<file path="src/rtl/fetch_stage_if.sv">
// Instruction-memory request/response bus between the fetch stage and imem.
// One request per strobe, no backpressure; the response arrives a variable number of cycles later.
interface fetch_stage_if;
  logic        ImemReq;
  logic [31:0] ImemAddr;
  logic        ImemAck;
  logic [31:0] ImemRdData;

  modport master (
    output ImemReq,
    output ImemAddr,
    input  ImemAck,
    input  ImemRdData
  );

  modport slave (
    input  ImemReq,
    input  ImemAddr,
    output ImemAck,
    output ImemRdData
  );
endinterface

</file>
<file path="src/rtl/fetch_stage.sv">
// Instruction-fetch stage: owns the fetch PC, keeps one imem request in flight, and feeds decode
// through a single output slot backed by a 1-entry skid buffer.
module fetch_stage #(
  parameter logic [31:0] RESET_PC  = 32'h0000_0000,
  parameter logic [31:0] NOP_INSTR = 32'h0000_0000
) (
  input  logic                clk,
  input  logic                reset_n,
  input  logic                AnyStall,
  input  logic                Jump_IDM1,
  input  logic [25:0]         JumpTgt_IDM1,
  input  logic                BrTaken_EX,
  input  logic [31:0]         BrTgt_EX,
  fetch_stage_if.master       imem,
  output logic [31:0]         FetchData_IF,
  output logic                FetchValid_IF,
  output logic [31:0]         Pc_IF,
  output logic [31:0]         PcPlus4_IF
);

  typedef enum logic [1:0] {
    StIdle = 2'd0,
    StWait = 2'd1,
    StDrop = 2'd2
  } state_e;

  state_e      state_q, state_d, rst_state;
  logic [31:0] fetch_pc_q, fetch_pc_d;
  logic [31:0] out_addr_q, out_addr_d;
  logic        slot_v_q, slot_v_d;
  logic [31:0] slot_data_q, slot_data_d;
  logic [31:0] slot_pc_q, slot_pc_d;
  logic        skid_v_q, skid_v_d;
  logic [31:0] skid_data_q, skid_data_d;
  logic [31:0] skid_pc_q, skid_pc_d;

  logic redir_b, redir_j, redir, free;
  logic live_ack, live, imem_req;

  always_comb begin
    FetchValid_IF = slot_v_q;
    FetchData_IF  = slot_v_q ? slot_data_q : NOP_INSTR;
    Pc_IF         = slot_pc_q;
    PcPlus4_IF    = slot_pc_q + 32'd4;
  end

  always_comb begin
    redir_b  = BrTaken_EX;
    redir_j  = Jump_IDM1 & slot_v_q & ~AnyStall & ~BrTaken_EX;
    redir    = redir_b | redir_j;
    free     = ~slot_v_q | ~AnyStall;
    live_ack = imem.ImemAck & (state_q == StWait);
    live     = live_ack & ~redir;
    // A new request may go out in the same cycle the previous response lands.
    imem_req = reset_n & ~skid_v_q &
               ((state_q == StIdle) | (imem.ImemAck & ((state_q == StDrop) | free)));
  end

  assign imem.ImemReq  = imem_req;
  assign imem.ImemAddr = fetch_pc_q;

  always_comb begin
    fetch_pc_d = fetch_pc_q;
    out_addr_d = out_addr_q;
    if (redir_b) begin
      fetch_pc_d = BrTgt_EX;
    end else if (redir_j) begin
      fetch_pc_d = {PcPlus4_IF[31:28], JumpTgt_IDM1, 2'b00};
    end else if (imem_req) begin
      fetch_pc_d = fetch_pc_q + 32'd4;
    end
    if (imem_req) begin
      out_addr_d = fetch_pc_q;
    end
  end

  always_comb begin
    state_d = state_q;
    if ((imem_req & redir) | ((state_q == StWait) & ~imem.ImemAck & redir)) begin
      state_d = StDrop;
    end else if (imem_req) begin
      state_d = StWait;
    end else if (imem.ImemAck) begin
      state_d = StIdle;
    end
    // A request still in flight across reset must have its response thrown away.
    rst_state = StIdle;
    if ((state_q != StIdle) & ~imem.ImemAck) begin
      rst_state = StDrop;
    end
  end

  always_comb begin
    slot_v_d    = slot_v_q;
    slot_data_d = slot_data_q;
    slot_pc_d   = slot_pc_q;
    skid_v_d    = skid_v_q;
    skid_data_d = skid_data_q;
    skid_pc_d   = skid_pc_q;
    if (redir) begin
      slot_v_d = 1'b0;
      skid_v_d = 1'b0;
    end else if (free && skid_v_q) begin
      slot_v_d    = 1'b1;
      slot_data_d = skid_data_q;
      slot_pc_d   = skid_pc_q;
      skid_v_d    = 1'b0;
    end else if (free) begin
      slot_v_d = live;
      if (live) begin
        slot_data_d = imem.ImemRdData;
        slot_pc_d   = out_addr_q;
      end
    end else if (live) begin
      skid_v_d    = 1'b1;
      skid_data_d = imem.ImemRdData;
      skid_pc_d   = out_addr_q;
    end
  end

  always_ff @(posedge clk) begin
    if (!reset_n) begin
      state_q     <= rst_state;
      fetch_pc_q  <= RESET_PC;
      out_addr_q  <= RESET_PC;
      slot_v_q    <= 1'b0;
      slot_data_q <= NOP_INSTR;
      slot_pc_q   <= 32'h0000_0000;
      skid_v_q    <= 1'b0;
      skid_data_q <= NOP_INSTR;
      skid_pc_q   <= 32'h0000_0000;
    end else begin
      state_q     <= state_d;
      fetch_pc_q  <= fetch_pc_d;
      out_addr_q  <= out_addr_d;
      slot_v_q    <= slot_v_d;
      slot_data_q <= slot_data_d;
      slot_pc_q   <= slot_pc_d;
      skid_v_q    <= skid_v_d;
      skid_data_q <= skid_data_d;
      skid_pc_q   <= skid_pc_d;
    end
  end

endmodule
</file>
<file path="src/flat_wrapper.sv">
// flat-port wrapper written by rule: the top's interface ports become plain ports
module fetch_stage_flat 
#(
  parameter logic [31:0] RESET_PC  = 32'h0000_0000,
  parameter logic [31:0] NOP_INSTR = 32'h0000_0000
)
  (clk, reset_n, AnyStall, Jump_IDM1, JumpTgt_IDM1, BrTaken_EX, BrTgt_EX, FetchData_IF, FetchValid_IF, Pc_IF, PcPlus4_IF, imem_ImemReq, imem_ImemAddr, imem_ImemAck, imem_ImemRdData);
  fetch_stage_if imem_i ();
  input  logic clk;
  input  logic reset_n;
  input  logic AnyStall;
  input  logic Jump_IDM1;
  input  logic [25:0] JumpTgt_IDM1;
  input  logic BrTaken_EX;
  input  logic [31:0] BrTgt_EX;
  output logic [31:0] FetchData_IF;
  output logic FetchValid_IF;
  output logic [31:0] Pc_IF;
  output logic [31:0] PcPlus4_IF;
  output wire logic [$bits(imem_i.ImemReq)-1:0] imem_ImemReq;
  output wire logic [$bits(imem_i.ImemAddr)-1:0] imem_ImemAddr;
  input wire logic [$bits(imem_i.ImemAck)-1:0] imem_ImemAck;
  input wire logic [$bits(imem_i.ImemRdData)-1:0] imem_ImemRdData;
  assign imem_ImemReq = imem_i.ImemReq;
  assign imem_ImemAddr = imem_i.ImemAddr;
  assign imem_i.ImemAck = imem_ImemAck;
  assign imem_i.ImemRdData = imem_ImemRdData;
  fetch_stage #(.RESET_PC(RESET_PC), .NOP_INSTR(NOP_INSTR)) u_core (.clk(clk), .reset_n(reset_n), .AnyStall(AnyStall), .Jump_IDM1(Jump_IDM1), .JumpTgt_IDM1(JumpTgt_IDM1), .BrTaken_EX(BrTaken_EX), .BrTgt_EX(BrTgt_EX), .imem(imem_i), .FetchData_IF(FetchData_IF), .FetchValid_IF(FetchValid_IF), .Pc_IF(Pc_IF), .PcPlus4_IF(PcPlus4_IF));
endmodule
</file>
<file path="config.mk">
export PLATFORM = sky130hd
export DESIGN_NAME = fetch_stage_flat
export DESIGN_NICKNAME = d
export VERILOG_FILES = /design/src/rtl/fetch_stage_if.sv /design/src/rtl/fetch_stage.sv /design/src/flat_wrapper.sv
export SDC_FILE = /design/constraint.sdc
export NUM_CORES = 1
export LEC_CHECK = 0
export BUFFER_PORTS_ARGS = -buffer_cell sky130_fd_sc_hd__buf_2
export CELL_PAD_IN_SITES_DETAIL_PLACEMENT = 0
export CELL_PAD_IN_SITES_GLOBAL_PLACEMENT = 2
export CORE_ASPECT_RATIO = 1.4
export CORE_MARGIN = 2
export CORE_UTILIZATION = 28
export DETAILED_ROUTE_END_ITERATION = 8
export GPL_ROUTABILITY_DRIVEN = 1
export GPL_TIMING_DRIVEN = 0
export PLACE_DENSITY_LB_ADDON = 0.1
export SKIP_LAST_GASP = 1
export SYNTH_ARGS = -nofsm -noshare
export SYNTH_HDL_FRONTEND = slang
export SYNTH_SLANG_ARGS = --single-unit
</file>
<file path="constraint.sdc">
create_clock -name clk -period 1.9 [get_ports clk]
set_clock_uncertainty 0.05 [all_clocks]
set_input_delay 0.19 -clock clk [delete_from_list [all_inputs] [get_ports clk]]
set_output_delay 0.19 -clock clk [all_outputs]
set_load 0.02 [all_outputs]
</file>
# == Word level (Yosys, flattened, before mapping) ==
# Index checks and enable logic that the tools add are counted.
# Widths: inputs -> output; s select.
# op_classes
n_addsub,2
n_eq_ne,3
n_bitwise,26
reduce_logical,11
n_mux,17
# ops
operator,count
$mux 32,10
$add 32x3->32 const B,2
$and 1x1->1,12
$mux 2,5
$not 1->1,9
$reduce_bool 2->1,3
$or 1x1->1,5
$ne 4x1->1 const B,1
$reduce_and 4->1,1
$reduce_and 3->1,1
$reduce_bool 3->1,1
$reduce_or 3->1,1
$eq 2x1->1 const B,1
$eq 2x2->1 const B,1
$logic_not 2->1,1
$mux 1,2
$reduce_and 2->1,1
$reduce_or 2->1,1
$logic_and 1x1->1,1
# word_totals
input_bits,96
register_bits,196
out_inout_bits,130

# == Depth between registers and ports, before layout ==
# logic_depth
word_depth,10
mapped_depth,10
mapped_depth_nobuf,7

# == Worst setup path before layout ==
# OpenSTA, ideal clock, no wires.
# synth_timing
path_kind,reg-to-output
start,"reg u_core.slot_pc_q[2], in the netlist u_core.Pc_IF[2]"
end,out PcPlus4_IF[24]
stages_incl_launch_ff,7
arrival_ps,2033
path_slack_ps,-373
path_cell_list,dfxtp_1 -> ha_1 -> nand3_1 -> nor4_4 -> and2_1 -> nand4_1 -> xnor2_1
# synth_via
elab_chain_cells,1
# synth_lines
item,line_no,source
from (decl),fetch_stage.sv:32,"logic [31:0] slot_pc_q, slot_pc_d;"
from (signal assigned),fetch_stage.sv:138,slot_pc_q <= slot_pc_d;
$add 32x3->32,fetch_stage.sv:44,PcPlus4_IF = slot_pc_q + 32'd4;
to (decl),flat_wrapper.sv:19,output logic [31:0] PcPlus4_IF;
# No other way between the ends.

# == Worst setup path in the final report ==
# Ends and elaborated chain as after synthesis.

==> impl_results.md <==
* Critical path launch point: u_core.Pc_IF[2]
* Sequential share of the synthesized area at 41.2%
* Most frequent cells in the layout: nand2_1 (229), buf_2 (206), dfxtp_1 (152)
* Final antenna-violating net count at 0
* Dpl hpwl at 27.1 mm
* Worst-path cell chain: ha_4, nand3_4, nor4_4, buf_4, and2_4, nand4_1, xnor2_2, buf_4
* Most used DFF post-synth: dfxtp_1
* Area growth syn-to-layout at 53.3%
* H-Tree Level Count at 4
* CTS tree: built
* Pwr Density at 656 nW/um^2
* Die height at 223 microns
* Die extent in x at 160 microns
* Max Root-Sink Buffers at 2
* Vias per cell at 4.80
* Total negative slack at -13,770 ps
* Filler instances at 3,481
* Layout cells sized above 1 at 41.5%
* Largest net degree at the start of global routing at 17
* Fmax achieved at 0.433 GHz
* Synth Net Count at 1,268
* Initial core utilization at 28.2%
* Endpoints failing hold at 0
* Cell leakage power at 0.00589 uW
* Peak supply drop at 0.444 mV
* Period minus WS final at 2310 ps
* Die area at 35,700 sq um
* Crit path max fanout at 4
* Post-place setup slack at -630 ps
* CP most frequent cell: buf_4
* Cell Rows at 80
* DR vias at 9,666
* # nets final at 1,649
* Clk pin slew, worst setup/hold paths at 70 ps
* Setup CP Type: reg -> out
* First-pass GRT wire length at 56.5 mm
* Post-synth EDFFs at 2
* Max_slew headroom at 28.8%
* Slowest cell on the critical path: dfxtp_4
* Setup crit end kind: output port
* Clk Latency, worst-skew pair at 450 ps
* Slew @ Worst Pin at 1070 ps
* Yosys cell types at 60
* Most common cell after layout, fill and taps aside: nand2_1
* Detailed Route Iter0 Violations at 402
* Ys async rst share at 0%
* Crit share post-route at 122%
* Hold Path Class: in -> reg
* Final wirelength at 38.0 mm
* Power Internal at 7030 uW
* Port buffer count at 224
* Syn avg cell area at 8.18 sq um
* Residual DRC at 0
* Final Wtd Congestion at 0.860
* CTS Buf Count at 17
* Clock sinks at 196
* Final-report setup violation count at 113
* Gr usage total at 20.8%
* Max Cap Viol at 0
* Vias in the first global route at 9,450
* Clock share of power at 40.9%
* Critical Path AT at 2070 ps
* Fin worst setup slack at -412 ps
* Synthesis Warnings at 0
* Antenna violations before repair at 0
* Launch point of the worst reg-to-reg path: u_core.state_q[0]
* Yosys reg bits at 196
* CP startpoint kind: flop
* Cell Area, Synth at 9570 sq um
* Grt ovf at 0
* Core area at 33,900 sq um
* Syn Inst Count at 1,170
* Sequential power share at 45.2%
* Slew Limit Fails at 0
* Outcome: finished with violations
* Combinational share of power at 13.9%
* DR pass1 iterations at 5
* Slowest Stage Delay on Critical Path at 370 ps
* WP data required at 1660 ps
* Io pins at 226
* Psw at 2600 uW
* Failing checks: setup timing
* Sw frac at 27.0%
* RSZ-0062 raised after global routing: yes
* CTS root buf: clkbuf_16
* DR WL/cell at 18.9 microns
* ANT cells at 0
* HP Start: BrTgt_EX[28]
==> kinds of logic after synthesis <==
logic type	Yosys count	synth area share (%)
mux	66	6.90
xor+xnor	27	2.47
flops	196	41.2
compound gates	269	19.9
simple gates	508	24.6
fa+ha+maj	2	0.261
buf+inv	102	4.69
==> stage by stage <==
stage	util [%]	hold WS (ps)	cells	power (uW)	area, sq um
global placement	33.5	377	1845	5420	11400
CTS	40.5	3.36	1998	9640	13700
detailed placement	33.5	379	1845	5420	11400
floorplan	-	276	1170	4970	9670
global route	43.2	28.8	2015	9990	14700
finish	43.2	14.9	2015	9630	14700
==> state kept, by name, summed over array words and instances (netlist names), 2 cells and up <==
signal	cells
u_core.Pc_IF	32
u_core.skid_pc_q	32
u_core.state_q	2
u_core.imem.ImemAddr	32
u_core.skid_data_q	32
u_core.out_addr_q	32
u_core.slot_data_q	32
==> area by class of cell <==
| class | instances | area [sq um] | area share [%] |
|---|---|---|---|
| clock inverter | 10 | 144 | 0.981 |
| timing repair buffer | 369 | 2740 | 18.7 |
| sequential | 196 | 4050 | 27.6 |
| tap | 451 | 564 | 3.85 |
| clock buffer | 22 | 485 | 3.31 |
| multi-input combinational | 872 | 5980 | 40.8 |
| inverter | 14 | 60.1 | 0.409 |
| buffer | 81 | 638 | 4.35 |
==> worst max-delay path: cells and delay by family (launching register included) <==
| family | cells | cell delay (ps) |
|---|---|---|
| xor+xnor | 1 | 150 |
| fa+ha+maj | 1 | 140 |
| buf+inv | 2 | 330 |
| flops | 1 | 370 |
| simple gates | 4 | 610 |
==> what timing repair did <==
item	CTS	global route
cloned	4	7
endpoints found under the setup margin	251	211
setup buffers	83	19
pin swaps	52	75
hold buffers	38	0
hold endpoints to repair	38	0
gates resized for setup	216	215
==> per-layer routing <==
metal	wire, microns	track usage, %	vias to the layer above	share of wire, %
met5	0	0	-	0
met4	1390	9.15	0	3.7
met3	1410	2.93	54	3.7
met2	19600	38.0	269	51
met1	15600	24.1	4502	41
li1	-	-	4841	-
==> power by group through the flow <==
stage          combinational, uW  clock [uW]  sequential, uW
2_1_floorplan                496           0            4480
3_3_place_gp                 959           0            4460
3_5_place_dp                 959           0            4460
4_1_cts                     1240        4060            4340
5_1_grt                     1440        4180            4370
6_report                    1340        3940            4350
==> cell usage after synthesis, types with 6 or more instances <==
cell	number	area share [%]
xor2_1	7	0.64
dfxtp_1	194	41
buf_2	20	1.0
nor2_1	106	4.2
a21oi_1	120	6.3
and2_1	35	2.3
nand4_1	14	0.91
o21a_1	7	0.55
buf_1	13	0.51
nor3b_1	12	0.94
xnor2_1	20	1.8
and3_1	6	0.39
inv_1	13	0.51
nand2_1	243	9.5
mux2i_1	66	6.9
buf_4	9	0.71
a211oi_2	52	6.8
o21ai_0	40	2.1
clkbuf_1	45	1.8
nor3_1	8	0.42
a211oi_1	17	1.3
nand3_1	52	2.7
==> worst paths after layout <==
check	end	slack [ps]	depth (start not counted)
setup reg to reg	u_core.imem.ImemAddr[30]	-210	10
hold reg to reg	u_core.skid_data_q[3]	400	2
setup / recovery	PcPlus4_IF[24]	-410	8
hold / removal	u_core.imem.ImemAddr[28]	10	3
Power figures use the tool's default switching activity.
